## config.mk

```make
export PLATFORM = sky130hd
export DESIGN_NAME = alu_out_stage
export DESIGN_NICKNAME = d
export VERILOG_FILES = /design/src/rtl/mcu_pkg.sv /design/src/rtl/pipe_skid_buf.sv /design/src/rtl/alu_out_stage.sv
export SDC_FILE = /design/constraint.sdc
export NUM_CORES = 1
export LEC_CHECK = 0
export ABC_CLOCK_PERIOD_IN_PS = 4500
export CAP_MARGIN = 20
export CORE_MARGIN = 4
export CORE_UTILIZATION = 25
export CTS_BUF_LIST = sky130_fd_sc_hd__clkbuf_4
export DETAILED_ROUTE_END_ITERATION = 10
export GPL_ROUTABILITY_DRIVEN = 1
export PLACE_DENSITY = 0.43
export SYNTH_ARGS = -nofsm -noshare
export SYNTH_HDL_FRONTEND = slang
export SYNTH_SLANG_ARGS = --single-unit
```

## constraint.sdc

```tcl
create_clock -name clk -period 4.5 [get_ports clk]
set_input_delay 0.9 -clock clk [delete_from_list [all_inputs] [get_ports clk]]
set_output_delay 0.9 -clock clk [all_outputs]
set_load 0.005 [all_outputs]
```

## src/rtl/mcu_pkg.sv

```systemverilog
// Shared types and widths for the execute/memory pipeline boundary.
// Holds the ALU output bundle layout and the skid-buffer occupancy encoding.
package mcu_pkg;

    localparam int DATA_W = 32;
    localparam int REG_W  = 5;

    typedef struct packed {
        logic [DATA_W-1:0] result;
        logic [DATA_W-1:0] store_data;
        logic [REG_W-1:0]  rd;
        logic              reg_write;
        logic              mem_read;
        logic              mem_write;
        logic              zero;
    } alu_out_t;

    // Occupancy encoded directly as {main_valid, skid_valid}; 2'b01 cannot occur.
    typedef enum logic [1:0] {
        BUF_EMPTY = 2'b00,
        BUF_ONE   = 2'b10,
        BUF_FULL  = 2'b11
    } buf_state_t;

    function automatic logic is_zero(input logic [DATA_W-1:0] value);
        return (value == {DATA_W{1'b0}});
    endfunction

endpackage

```

## src/rtl/pipe_skid_buf.sv

```systemverilog
// Generic 2-entry skid buffer with registered in_ready and flush.
// The main register drives the outputs; skid catches the entry accepted while main stalls.
module pipe_skid_buf
    import mcu_pkg::*;
#(
    parameter int W = 8
) (
    input  logic         clk,
    input  logic         rst,
    input  logic         flush,
    input  logic         in_valid,
    output logic         in_ready,
    input  logic [W-1:0] in_data,
    output logic         out_valid,
    input  logic         out_ready,
    output logic [W-1:0] out_data
);

    logic         main_valid_r;
    logic         skid_valid_r;
    logic [W-1:0] main_data_r;
    logic [W-1:0] skid_data_r;
    logic         accept_s;
    logic         drain_s;
    buf_state_t   state_s;

    assign state_s   = buf_state_t'({main_valid_r, skid_valid_r});
    assign accept_s  = in_valid & ~skid_valid_r;
    assign drain_s   = main_valid_r & out_ready;
    assign in_ready  = ~skid_valid_r;
    assign out_valid = main_valid_r;
    assign out_data  = main_data_r;

    // Occupancy and payload update; flush clears only the valid bits.
    always_ff @(posedge clk) begin
        if (rst) begin
            main_valid_r <= 1'b0;
            skid_valid_r <= 1'b0;
            main_data_r  <= {W{1'b0}};
            skid_data_r  <= {W{1'b0}};
        end else if (flush) begin
            main_valid_r <= 1'b0;
            skid_valid_r <= 1'b0;
        end else begin
            case (state_s)
                BUF_EMPTY: begin
                    if (accept_s) begin
                        main_valid_r <= 1'b1;
                        main_data_r  <= in_data;
                    end
                end
                BUF_ONE: begin
                    if (accept_s && !drain_s) begin
                        skid_valid_r <= 1'b1;
                        skid_data_r  <= in_data;
                    end else if (accept_s && drain_s) begin
                        main_data_r  <= in_data;
                    end else if (drain_s) begin
                        main_valid_r <= 1'b0;
                    end
                end
                BUF_FULL: begin
                    if (drain_s) begin
                        main_data_r  <= skid_data_r;
                        skid_valid_r <= 1'b0;
                    end
                end
                default: begin
                    main_valid_r <= 1'b0;
                    skid_valid_r <= 1'b0;
                end
            endcase
        end
    end

endmodule

```

## src/rtl/alu_out_stage.sv

```systemverilog
// ALU output stage: bundles result and controls, derives zero at capture,
// and hands the bundle to the memory stage through a skid buffer.
module alu_out_stage
    import mcu_pkg::*;
(
    input  logic              clk,
    input  logic              rst,
    input  logic              flush,
    input  logic              in_valid,
    output logic              in_ready,
    input  logic [DATA_W-1:0] in_result,
    input  logic [DATA_W-1:0] in_store_data,
    input  logic [REG_W-1:0]  in_rd,
    input  logic              in_reg_write,
    input  logic              in_mem_read,
    input  logic              in_mem_write,
    output logic              out_valid,
    input  logic              out_ready,
    output logic [DATA_W-1:0] out_result,
    output logic [DATA_W-1:0] out_store_data,
    output logic [REG_W-1:0]  out_rd,
    output logic              out_reg_write,
    output logic              out_mem_read,
    output logic              out_mem_write,
    output logic              out_zero
);

    alu_out_t in_bundle_s;
    alu_out_t out_bundle_s;

    // Pack the incoming bundle; zero travels with the entry.
    always_comb begin
        in_bundle_s.result     = in_result;
        in_bundle_s.store_data = in_store_data;
        in_bundle_s.rd         = in_rd;
        in_bundle_s.reg_write  = in_reg_write;
        in_bundle_s.mem_read   = in_mem_read;
        in_bundle_s.mem_write  = in_mem_write;
        in_bundle_s.zero       = is_zero(in_result);
    end

    pipe_skid_buf #(
        .W($bits(alu_out_t))
    ) u_skid (
        .clk       (clk),
        .rst       (rst),
        .flush     (flush),
        .in_valid  (in_valid),
        .in_ready  (in_ready),
        .in_data   (in_bundle_s),
        .out_valid (out_valid),
        .out_ready (out_ready),
        .out_data  (out_bundle_s)
    );

    assign out_result     = out_bundle_s.result;
    assign out_store_data = out_bundle_s.store_data;
    assign out_rd         = out_bundle_s.rd;
    assign out_reg_write  = out_bundle_s.reg_write;
    assign out_mem_read   = out_bundle_s.mem_read;
    assign out_mem_write  = out_bundle_s.mem_write;
    assign out_zero       = out_bundle_s.zero;

endmodule

```

== Word-level counts from Yosys, hierarchy flattened ==
Index checks and enable logic that the tools add are counted.
W data, S select, Z words.
Cells by class
  mux-type cells: 12
  bitwise gates (word level): 6
  reductions and logical operators: 11
  divide/modulo/power cells: 0
  equal/unequal tests: 9
  order comparisons: 0
  add/sub/neg operators: 0
  multiply operators: 0
  shift-type cells: 0
Operator list (number)
  $mux W73: 4
  $pmux W73 S3: 1
  $logic_not A32 Y1: 1
  $ne A2 B1 Y1 const B: 5
  $pmux W1 S3: 2
  $reduce_and A3 Y1: 2
  $reduce_and A6 Y1: 1
  $mux W1: 5
  $reduce_and A5 Y1: 1
  $eq A2 B2 Y1 const B: 2
  $ne A2 B2 Y1 const B: 2
  $not A1 Y1: 4
  $reduce_bool A3 Y1: 1
  $and A1 B1 Y1: 2
  $logic_and A1 B1 Y1: 2
  $logic_not A2 Y1: 1
  $reduce_or A2 Y1: 1
  $logic_not A1 Y1: 1
Storage, ports and cells
  flip-flop bits (word level): 148
  ROM bits: 0
  memories: 0
  bits in writable memories: 0
  output and inout port bits: 75
  latch bits: 0

== Logic depth before layout (Yosys ltp) ==
Gate-level depths: netlist of the first run.
  depth after elaboration: 6
  mapped depth: 6
  mapped depth without buffers: 4

== Hierarchy ==
A second synthesis of the first run with hierarchy kept.
Unflattened totals
  cells, all modules: 796
  area total of the unflattened synthesis: 7123.1 um^2
By module, submodules not included
  pipe_skid_buf: area each 7050.5 um^2, cells an instance 785, times used 1, sequential area each 2962.8 um^2
  alu_out_stage: area each 72.6 um^2, cells an instance 11, times used 1, sequential area each 0.0 um^2

== Worst setup path before layout of the first run ==
Ideal clock, no wire load.
  kind: in2reg
  start point: in out_ready
  end point: reg u_skid.skid_data_r[10]
  required time: 4.368 ns
  setup slack: 2.465 ns
  buffers on the path: 2
  arrival: 1.903 ns
  cell stages on the path: 6
  cells stage by stage: nand2b_1 or3_1 buf_2 buf_1 nand2_1 a21oi_1
Between the ends
  cells in the longest elaborated chain, start to end: 4
RTL lines
  start, declared: line alu_out_stage.sv:18  | input logic out_ready,
  $and A1 B1 Y1: line pipe_skid_buf.sv:29  | assign drain_s = main_valid_r & out_ready;
  $logic_not A1 Y1: line pipe_skid_buf.sv:53  | if (accept_s && !drain_s) begin
  $logic_and A1 B1 Y1: line pipe_skid_buf.sv:53
  $reduce_and A3 Y1 (no source line)
  end signal, assigned: line pipe_skid_buf.sv:40  | skid_data_r <= {W{1'b0}};
  end signal, assigned: line pipe_skid_buf.sv:55  | skid_data_r <= in_data;
  end, declared: line pipe_skid_buf.sv:22  | logic [W-1:0] skid_data_r;
Every way passes these cells.
A chain may end at the register's enable or synchronous reset.

== Worst setup path after layout of the first run ==
  start point: reg u_skid.skid_valid_r
  end point: out in_ready
Between the ends
  cells in the longest elaborated chain, start to end: 1
RTL lines
  start, declared: line pipe_skid_buf.sv:20  | logic skid_valid_r;
  start signal, assigned: line pipe_skid_buf.sv:38  | skid_valid_r <= 1'b0;
  start signal, assigned: line pipe_skid_buf.sv:43  | skid_valid_r <= 1'b0;
  start signal, assigned: line pipe_skid_buf.sv:54  | skid_valid_r <= 1'b1;
  $not A1 Y1: line pipe_skid_buf.sv:30  | assign in_ready = ~skid_valid_r;
  end, declared: line alu_out_stage.sv:10  | output logic in_ready,
Every way passes these cells.

==> out/metrics.yaml, run 1 <==
p_per_area_mw_per_mm2: 325.6
slew_headroom: 0.3076
grt_usage: 0.1448
ys_seq_area_frac: 0.5024
worst_pin_slew_ns: 1.039
root_buffer: "clkbuf_4"
min_period_ns: 3.084
die_h_um: 161.6
num-nets-final: 935
setup_viol_count_final: 0
drtIter0Drc: 334
critPathKind: "reg -> out"
drive_above_1_share: 0.05626
grt_pass1_vias: 5245
grt_start_max_net_pins: 95
place_area_mm2: 0.007591
numCtsBuffers: 17
die_w_um: 161.6
crit_slowest_cell: "dfxtp_4"
drt_pass1_iterations: 4
max_stage_delay_ns: 1.03
grt_pass1_wl_mm: 30.35
outcome: "complete, no violations"
clock_sinks: 148
num_rows: 55
vias: 5475
syn_area_per_cell_um2: 7.831
cts_max_level: 4
synth_area_mm2: 0.005897
worstPathMaxFanout: 77
register_area_mm2: 0.002970
clk_pin_slew_worst_paths_ns: 0.13
yosys_warnings: 0
post-dp-hpwl_mm: 10.96
die_area_mm2: 0.02611
hold_buffers: 0
finClkSkew_ns: 0.02155
netlist_instances: 753
coreArea_mm2: 0.02292
final_max_slew_viol_count: 0
post-route-period-util: 0.6853
antenna_found_initial: 1
max-vdd-ir-drop_mv: 0.1513
leakage_nw: 2.617
fmax_mhz: 324.3
place.gp.congestion: 0.7074
io_buffers: 151
start_util: 0.2573
drt_wl_total_mm: 19.10
worstPathRequired_ns: 3.60
drc: 0
cts_max_path_buffers: 2
vias_per_cell: 4.624
post_cts_resized: 0
diodes: 0
synth_nets: 830
ys_types: 25
cp-start-kind: "flip-flop"
p_total_mw: 2.561
setup-tns-final_ns: 0
cts_tree: "done"
cp.arrival_ns: 2.18
fillers: 2457
multi_input_area_mm2: 0.002648
worstSkewPairLatency_ns: 0.54
grt_setup_unrepaired: "false"
wl_per_cell_um: 16.13
maxCapViolCount: 0
setup.worst_path.end_class: "primary output"
synth_seq_cells: 148
hold_violations: 0
hp-class: "reg -> reg"
crit_path_cell_trace: "inv_1 -> clkdlybuf4s50_1"
area_delta_synth_final_pct: 33.40
antenna_left: 0
overflow: 0
design_area_mm2: 0.007866
io_pins: 152
postCtsSetupBuffers: 0
## critical path, delay by kind of cell, from the launching register on
| kind | cells | cell delay [ns] |
|---|---|---|
| DFF | 1 | 1.03 |
| buffers and inverters | 2 | 0.62 |
## synthesized netlist by cell type
cell type  instances  area (um^2)
a211oi_1           1        7.510
inv_1              1        3.750
nand3b_1           1        7.510
a21o_1             1        7.510
buf_2             16        80.08
inv_2              1        3.750
nor2b_1            1        6.260
nand2b_1           2        12.51
nor4_1             9        56.30
o31ai_1            1        7.510
or3_1              1        6.260
mux2i_1            1        10.01
a2111oi_4          1        27.53
a21oi_1           72        360.4
or2_2              2        12.51
nand4_1            2        12.51
dfxtp_1          148         2963
nor3_2             1        10.01
nor2_1            73        274.0
buf_4              1        7.510
a311oi_1          73        639.4
nand3_1           72        360.4
clkbuf_1          49        183.9
nand2_1          217        814.5
buf_1              6        22.52
## flip-flops by register name (all words and copies together) (netlist names)
register and flops:
u_skid.out_valid 1, u_skid.skid_data_r 73, u_skid.skid_valid_r 1, u_skid.out_data 73
## where the power goes
part | switching [mW] | internal [mW]
Combinational | 0.143 | 0.181
Clock | 0.546 | 0.288
Sequential | 0.0413 | 1.36
Total | 0.731 | 1.83
## layout by cell type (no fill, tap or decap), types with 3 or more instances in the layout
cell,Yosys,layout
nor4_1,9,9
nor2_1,73,73
dfxtp_1,148,146
clkinvlp_4,0,3
buf_4,1,7
a311oi_1,73,73
clkinv_4,0,4
a21oi_1,72,72
nand2_1,217,216
clkbuf_4,0,17
inv_6,0,5
clkdlybuf4s50_1,0,150
nand3_1,72,72
## routing by layer
| layer | share of wire | track usage | wire length [um] |
|---|---|---|---|
| met1 | 0.50 | 0.2078 | 9549 |
| met2 | 0.43 | 0.2130 | 8139 |
| met3 | 0.067 | 0.04848 | 1286 |
| met4 | 0.0056 | 0.02675 | 106 |
| met5 | 0.00063 | 0 | 12 |
## logic make-up after synthesis
family,Yosys count,synth area share
compound gates,149,0.1780
buf+inv,74,0.05114
flops,148,0.5024
mux,1,0.001698
simple gates,381,0.2667
## worst paths after layout
check	from	end	slack, ns	cells past startpoint
setup / recovery	u_skid.skid_valid_r$_SDFFE_PP0P_	in_ready	1.42	2
hold / removal	u_skid.skid_data_r[19]$_SDFFE_PP0P_	u_skid.skid_data_r[19]$_SDFFE_PP0P_	0.46	2
setup reg to reg	u_skid.skid_valid_r$_SDFFE_PP0P_	u_skid.skid_data_r[32]$_SDFFE_PP0P_	1.52	5
hold reg to reg	u_skid.skid_data_r[19]$_SDFFE_PP0P_	u_skid.skid_data_r[19]$_SDFFE_PP0P_	0.46	2
## per-stage QoR
stage	std cells	worst slack, ns	utilization	hold WS, ns
finish	1184	1.416	0.3433	0.4635
global route	1184	1.165	0.3433	0.4809
CTS	1184	1.274	0.3433	0.4654
detailed placement	1152	1.169	0.3313	0.4469
global placement	1152	1.183	0.3313	0.4417
floorplan	753	2.465	-	0.4365
## final cells by class
type	count	area share
clock buffers	17	0.01622
multi-input cells	531	0.3366
well taps	313	0.04979
inverters	2	0.0009544
repair buffers	158	0.2001
clock inverters	15	0.01877
flip-flops and latches	148	0.3776
No activity file was read; power rests on OpenSTA's default activity.
==> run 2, diff against run 1 <==
--- a/config.mk
+++ b/config.mk
@@ -5,7 +5,7 @@
 export SDC_FILE = /design/constraint.sdc
 export NUM_CORES = 1
 export LEC_CHECK = 0
-export ABC_CLOCK_PERIOD_IN_PS = 4500
+export ABC_CLOCK_PERIOD_IN_PS = 3100
 export CAP_MARGIN = 20
 export CORE_MARGIN = 4
 export CORE_UTILIZATION = 25
==> constraint.sdc (replaced) <==
create_clock -name clk -period 3.1 [get_ports clk]
set_input_delay 0.62 -clock clk [delete_from_list [all_inputs] [get_ports clk]]
set_output_delay 0.62 -clock clk [all_outputs]
set_load 0.005 [all_outputs]
==> run 2 against run 1 <==
Against the previous run: clock power grew 40%; critical path type unchanged; sequential power grew 44%; setup slack got worse by 0.84 ns; critical endpoint unchanged.
==> out/metrics.yaml, run 2 (same netlist as run 1, synthesis figures left out) <==
outcome: "complete, no violations"
clock_sinks: 148
cp.arrival_ns: 1.90
drt_wl_total_mm: 19.38
worst_pin_slew_ns: 0.9270
worstSkewPairLatency_ns: 0.54
final_common_cell: "nand2_1"
p_per_area_mw_per_mm2: 462.0
endpoint: "in_ready"
utilization: 0.3483
cp-start-kind: "flip-flop"
grt_pass1_vias: 5334
leakage_nw: 2.671
antenna_found_initial: 1
wl_per_cell_um: 16.26
cts_max_level: 4
drtIter0Drc: 351
coreArea_mm2: 0.02292
grt_start_max_net_pins: 75
grt_busiest_layer: "met1"
die_w_um: 161.6
r2r_slack_ns: 0.83
hold_violations: 0
drive_above_1_share: 0.06030
setup.worst_path.end_class: "primary output"
numCtsBuffers: 17
cts_tree: "done"
crit_path_cell_trace: "inv_1 -> clkdlybuf4s50_1"
area_delta_synth_final_pct: 35.37
clk_pin_slew_worst_paths_ns: 0.12
drc: 0
worstPathRequired_ns: 2.48
grt_pass1_wl_mm: 30.82
critPathKind: "reg -> out"
finClkSkew_ns: 0.03090
slew_headroom: 0.3820
place.gp.congestion: 0.7199
max_stage_delay_ns: 0.79
crit_slowest_cell: "dfxtp_4"
dp_cells: 1160
post_cts_resized: 0
diodes: 0
cp.depth: 2
final_max_slew_viol_count: 0
num_rows: 55
post-dp-hpwl_mm: 11.81
vias: 5569
vias_per_cell: 4.672
num-nets-final: 943
crit_buf_inv: 2
maxCapViolCount: 0
cp-startpoint: "u_skid.skid_valid_r$_SDFFE_PP0P_"
antenna_left: 0
fmax_mhz: 396.1
worstPathMaxFanout: 47
rr_startpoint: "u_skid.skid_valid_r$_SDFFE_PP0P_"
max-vdd-ir-drop_mv: 0.1710
layout.cells.non_filler: 1192
die_h_um: 161.6
grt_setup_unrepaired: "false"
use_met3: 0.04287
met1_usage: 0.2198
root_buffer: "clkbuf_4"
setup-tns-final_ns: 0
io_buffers: 151
rr_worst_depth: 6
overflow: 0
setup_viol_count_final: 0
start_util: 0.2573
post-route-period-util: 0.8144
postCtsSetupBuffers: 0
grt_usage: 0.1474
hold_buffers: 0
drt_pass1_iterations: 4
die_area_mm2: 0.02611
use_met2: 0.2105
hp-class: "reg -> reg"
min_period_ns: 2.525
io_pins: 152
r2r_end: "u_skid.out_data[64]$_SDFFE_PP0P_"
layout_common_cells: "nand2_1, clkdlybuf4s50_1, dfxtp_1"
cts_max_path_buffers: 2
cp_top_family: "flip-flops"
run 2: cell count changes in the layout (fill, tap and decap cells not counted):
cell,before,now
clkinv_1,0,4
buf_4,7,9
clkinv_2,1,0
inv_8,1,0
clkinv_4,4,2
buf_12,1,7
run 2: power by group:
group | internal, mW | leakage [nW] | switching [mW] | total [mW]
registers | 1.98 | 1.21 | 0.0448 | 2.02
logic | 0.275 | 1.33 | 0.226 | 0.501
clock network | 0.402 | 0.130 | 0.764 | 1.17
total | 2.65 | 2.67 | 1.04 | 3.69
run 2: cell type report:
type | count | area [um^2]
clock inverter | 15 | 128.9
sequential | 148 | 2970
tap | 313 | 391.6
clock buffer | 17 | 127.6
fill | 2450 | 14930
inverter | 2 | 7.507
multi-input combinational | 531 | 2648
timing repair buffer | 166 | 1709
run 2: worst min-delay path by stage:
stage / from / end / slack (ns) / depth (start not counted)
floorplan: u_skid.skid_data_r[10]$_SDFFE_PP0P_ / u_skid.skid_data_r[10]$_SDFFE_PP0P_ / 0.44 / 2
global placement: u_skid.skid_data_r[45]$_SDFFE_PP0P_ / u_skid.skid_data_r[45]$_SDFFE_PP0P_ / 0.44 / 2
detailed placement: u_skid.skid_data_r[49]$_SDFFE_PP0P_ / u_skid.skid_data_r[49]$_SDFFE_PP0P_ / 0.45 / 2
CTS: u_skid.skid_data_r[49]$_SDFFE_PP0P_ / u_skid.skid_data_r[49]$_SDFFE_PP0P_ / 0.46 / 2
global route: u_skid.skid_data_r[31]$_SDFFE_PP0P_ / u_skid.skid_data_r[31]$_SDFFE_PP0P_ / 0.48 / 2
finish: u_skid.skid_data_r[42]$_SDFFE_PP0P_ / u_skid.skid_data_r[42]$_SDFFE_PP0P_ / 0.46 / 2
run 2: metal layers:
metal  routed length [um]  part of all wire
met4                  146            0.0075
met3                 1144             0.059
met5                   12           0.00062
met2                 8032              0.41
met1                10050              0.52
run 2: stage by stage:
stage | hold slack, ns | total power [mW] | cell area [um^2] | setup WS (ns)
final | 0.4611 | 3.688 | 7983 | 0.5753
after global routing | 0.4782 | 3.900 | 7983 | 0.4212
after CTS | 0.4644 | 3.763 | 7983 | 0.5029
after detailed placement | 0.4465 | 2.571 | 7726 | 0.5175
after global placement | 0.4431 | 2.572 | 7726 | 0.5606
after floorplan | 0.4365 | 2.246 | 5897 | 1.345
run 2: worst reg2reg max path, stage by stage, from the launching register on:
cell and delay, ns:
dfxtp_4 0.79, nor2_1 0.22, a2111oi_4 0.31, buf_12 0.25, buf_12 0.28, nor2_1 0.08, a311oi_1 0.25
==> run 3, diff against run 2 <==
--- a/config.mk
+++ b/config.mk
@@ -5,14 +5,14 @@
 export SDC_FILE = /design/constraint.sdc
 export NUM_CORES = 1
 export LEC_CHECK = 0
-export ABC_CLOCK_PERIOD_IN_PS = 3100
+export ABC_CLOCK_PERIOD_IN_PS = 2200
 export CAP_MARGIN = 20
 export CORE_MARGIN = 4
 export CORE_UTILIZATION = 25
 export CTS_BUF_LIST = sky130_fd_sc_hd__clkbuf_4
 export DETAILED_ROUTE_END_ITERATION = 10
 export GPL_ROUTABILITY_DRIVEN = 1
-export PLACE_DENSITY = 0.43
+export PLACE_DENSITY = 0.44
 export SYNTH_ARGS = -nofsm -noshare
 export SYNTH_HDL_FRONTEND = slang
 export SYNTH_SLANG_ARGS = --single-unit
==> constraint.sdc (replaced) <==
create_clock -name clk -period 2.2 [get_ports clk]
set_input_delay 0.44 -clock clk [delete_from_list [all_inputs] [get_ports clk]]
set_output_delay 0.44 -clock clk [all_outputs]
set_load 0.005 [all_outputs]
==> run 3 against run 2 <==
Against the previous run: setup slack worse by 0.42 ns; global-route usage shrank 0.21 points; first-iteration DRC count fell by 23%; non-clock buffer count is 21 higher; utilization grew 0.97 points; clock power grew 44%; power grew 43%; wire length fell by 0.33%; die area unchanged; combinational power is 47% higher; critical path type unchanged; via count up 0.29%.
==> out/metrics.yaml, run 3 (same netlist as run 1, synthesis figures left out) <==
place.gp.congestion: 0.7070
worstPathRequired_ns: 1.76
max-vdd-ir-drop_mv: 0.3145
hold_violations: 0
final_max_slew_viol_count: 0
die_h_um: 161.6
rr_startpoint: "u_skid.out_valid$_SDFFE_PP0P_"
start_util: 0.2573
overflow: 0
io_buffers: 151
rr_worst_depth: 7
post-route-period-util: 0.9282
io_pins: 152
worstSkewPairLatency_ns: 0.53
cp-start-kind: "flip-flop"
max_stage_delay_ns: 0.52
p_per_area_mw_per_mm2: 642.1
dp_cells: 1179
area_delta_synth_final_pct: 39.13
worst_pin_slew_ns: 0.4224
crit_slowest_cell: "clkdlybuf4s50_1"
vias_per_cell: 4.600
cts_max_level: 4
r2r_end: "u_skid.out_data[64]$_SDFFE_PP0P_"
setup.worst_path.end_class: "primary output"
drc: 0
finClkSkew_ns: 0.01992
layout.cells.non_filler: 1214
grt_start_max_net_pins: 60
leakage_nw: 2.791
hp-class: "in -> reg"
worstPathMaxFanout: 14
outcome: "complete, no violations"
grt_pass1_vias: 5310
clk_pin_slew_worst_paths_ns: 0.13
clock_sinks: 148
post-dp-hpwl_mm: 12.28
min_period_ns: 2.042
antenna_left: 0
drt_pass1_iterations: 4
die_area_mm2: 0.02611
grt_usage: 0.1453
layout_common_cells: "nand2_1, clkdlybuf4s50_1, dfxtp_1"
numCtsBuffers: 17
drtIter0Drc: 269
antenna_found_initial: 2
cts_max_path_buffers: 2
cp-startpoint: "u_skid.out_valid$_SDFFE_PP0P_"
cp.arrival_ns: 1.60
grt_setup_unrepaired: "false"
r2r_slack_ns: 0.33
setup_viol_count_final: 0
drt_wl_total_mm: 19.32
num_rows: 55
maxCapViolCount: 0
utilization: 0.3580
crit_path_cell_trace: "buf_12 -> clkdlybuf4s50_1"
grt_pass1_wl_mm: 30.28
num-nets-final: 964
critPathKind: "reg -> out"
root_buffer: "clkbuf_4"
final_common_cell: "nand2_1"
endpoint: "out_valid"
cts_tree: "done"
fmax_mhz: 489.7
wl_per_cell_um: 15.91
coreArea_mm2: 0.02292
drive_above_1_share: 0.08333
vias: 5585
die_w_um: 161.6
slew_headroom: 0.7158
## run 3: cell types whose count changed in the layout (fill, tap and decap cells not counted), moves of 3 or more
| cell | before | now |
|---|---|---|
| clkinv_2 | 0 | 4 |
| buf_12 | 7 | 10 |
| buf_4 | 9 | 26 |
| inv_6 | 5 | 1 |
## run 3: timing repair
| item | in CTS | in global routing |
|---|---|---|
| cloned | 0 | 1 |
| hold buffers | 0 | 0 |
| setup endpoints to repair | 1 | 2 |
| buffers inserted | 0 | 1 |
| gates resized for setup | 3 | 1 |
## run 3: metal layers
layer | part of all wire | up-vias | wire length (um) | track usage
li1 | - | 2887 | - | -
met1 | 0.47 | 2549 | 9140 | 0.2041
met2 | 0.45 | 139 | 8614 | 0.2174
met3 | 0.075 | 8 | 1452 | 0.04950
met4 | 0.0054 | 2 | 104 | 0.02947
met5 | 0.00041 | - | 8 | 0
## run 3: power by group
| group | internal [mW] | total, mW | switching (mW) | leakage (nW) |
|---|---|---|---|---|
| registers | 2.78 | 2.84 | 0.0588 | 1.21 |
| clock network | 0.660 | 1.69 | 1.03 | 0.140 |
| logic | 0.412 | 0.735 | 0.324 | 1.44 |
## run 3: area by class of cell
class                      count  area [um^2]
inverter                       2        7.507
tap                          313        391.6
multi-input combinational    531         2643
clock inverter                15        140.1
fill                        2444        14710
sequential                   148         2970
clock buffer                  17        127.6
timing repair buffer         187         1922
antenna                        1        2.502
## run 3: critical path, delay by kind of cell (launching register included)
family / cells / cell delay [ns]
buffers and inverters: 2 / 0.67
flip-flops: 1 / 0.41
## run 3: metrics by stage
step	hold slack [ns]	TNS, ns	setup WS, ns	cell area (um^2)	total power [mW]
final	0.2676	0	0.1580	8204	5.268
after global routing	0.2039	0	0.05697	8204	5.549
after CTS	0.1850	0	0.01199	8167	5.377
after detailed placement	0.4469	-0.06661	-0.04669	7886	3.640
after global placement	0.4422	-0.02269	-0.01737	7886	3.642
after floorplan	0.4365	0	0.6247	5897	3.165
## run 3: worst min-delay path by stage
| stage | startpoint | end | slack [ns] | cells past startpoint |
|---|---|---|---|---|
| after floorplan | u_skid.skid_data_r[10]$_SDFFE_PP0P_ | u_skid.skid_data_r[10]$_SDFFE_PP0P_ | 0.44 | 2 |
| after global routing | rst | u_skid.out_data[33]$_SDFFE_PP0P_ | 0.20 | 2 |
| after global placement | u_skid.skid_data_r[8]$_SDFFE_PP0P_ | u_skid.skid_data_r[8]$_SDFFE_PP0P_ | 0.44 | 2 |
| after detailed placement | u_skid.skid_data_r[21]$_SDFFE_PP0P_ | u_skid.skid_data_r[21]$_SDFFE_PP0P_ | 0.45 | 2 |
| after CTS | rst | u_skid.skid_data_r[26]$_SDFFE_PP0P_ | 0.19 | 2 |
| final | rst | u_skid.skid_data_r[26]$_SDFFE_PP0P_ | 0.27 | 2 |
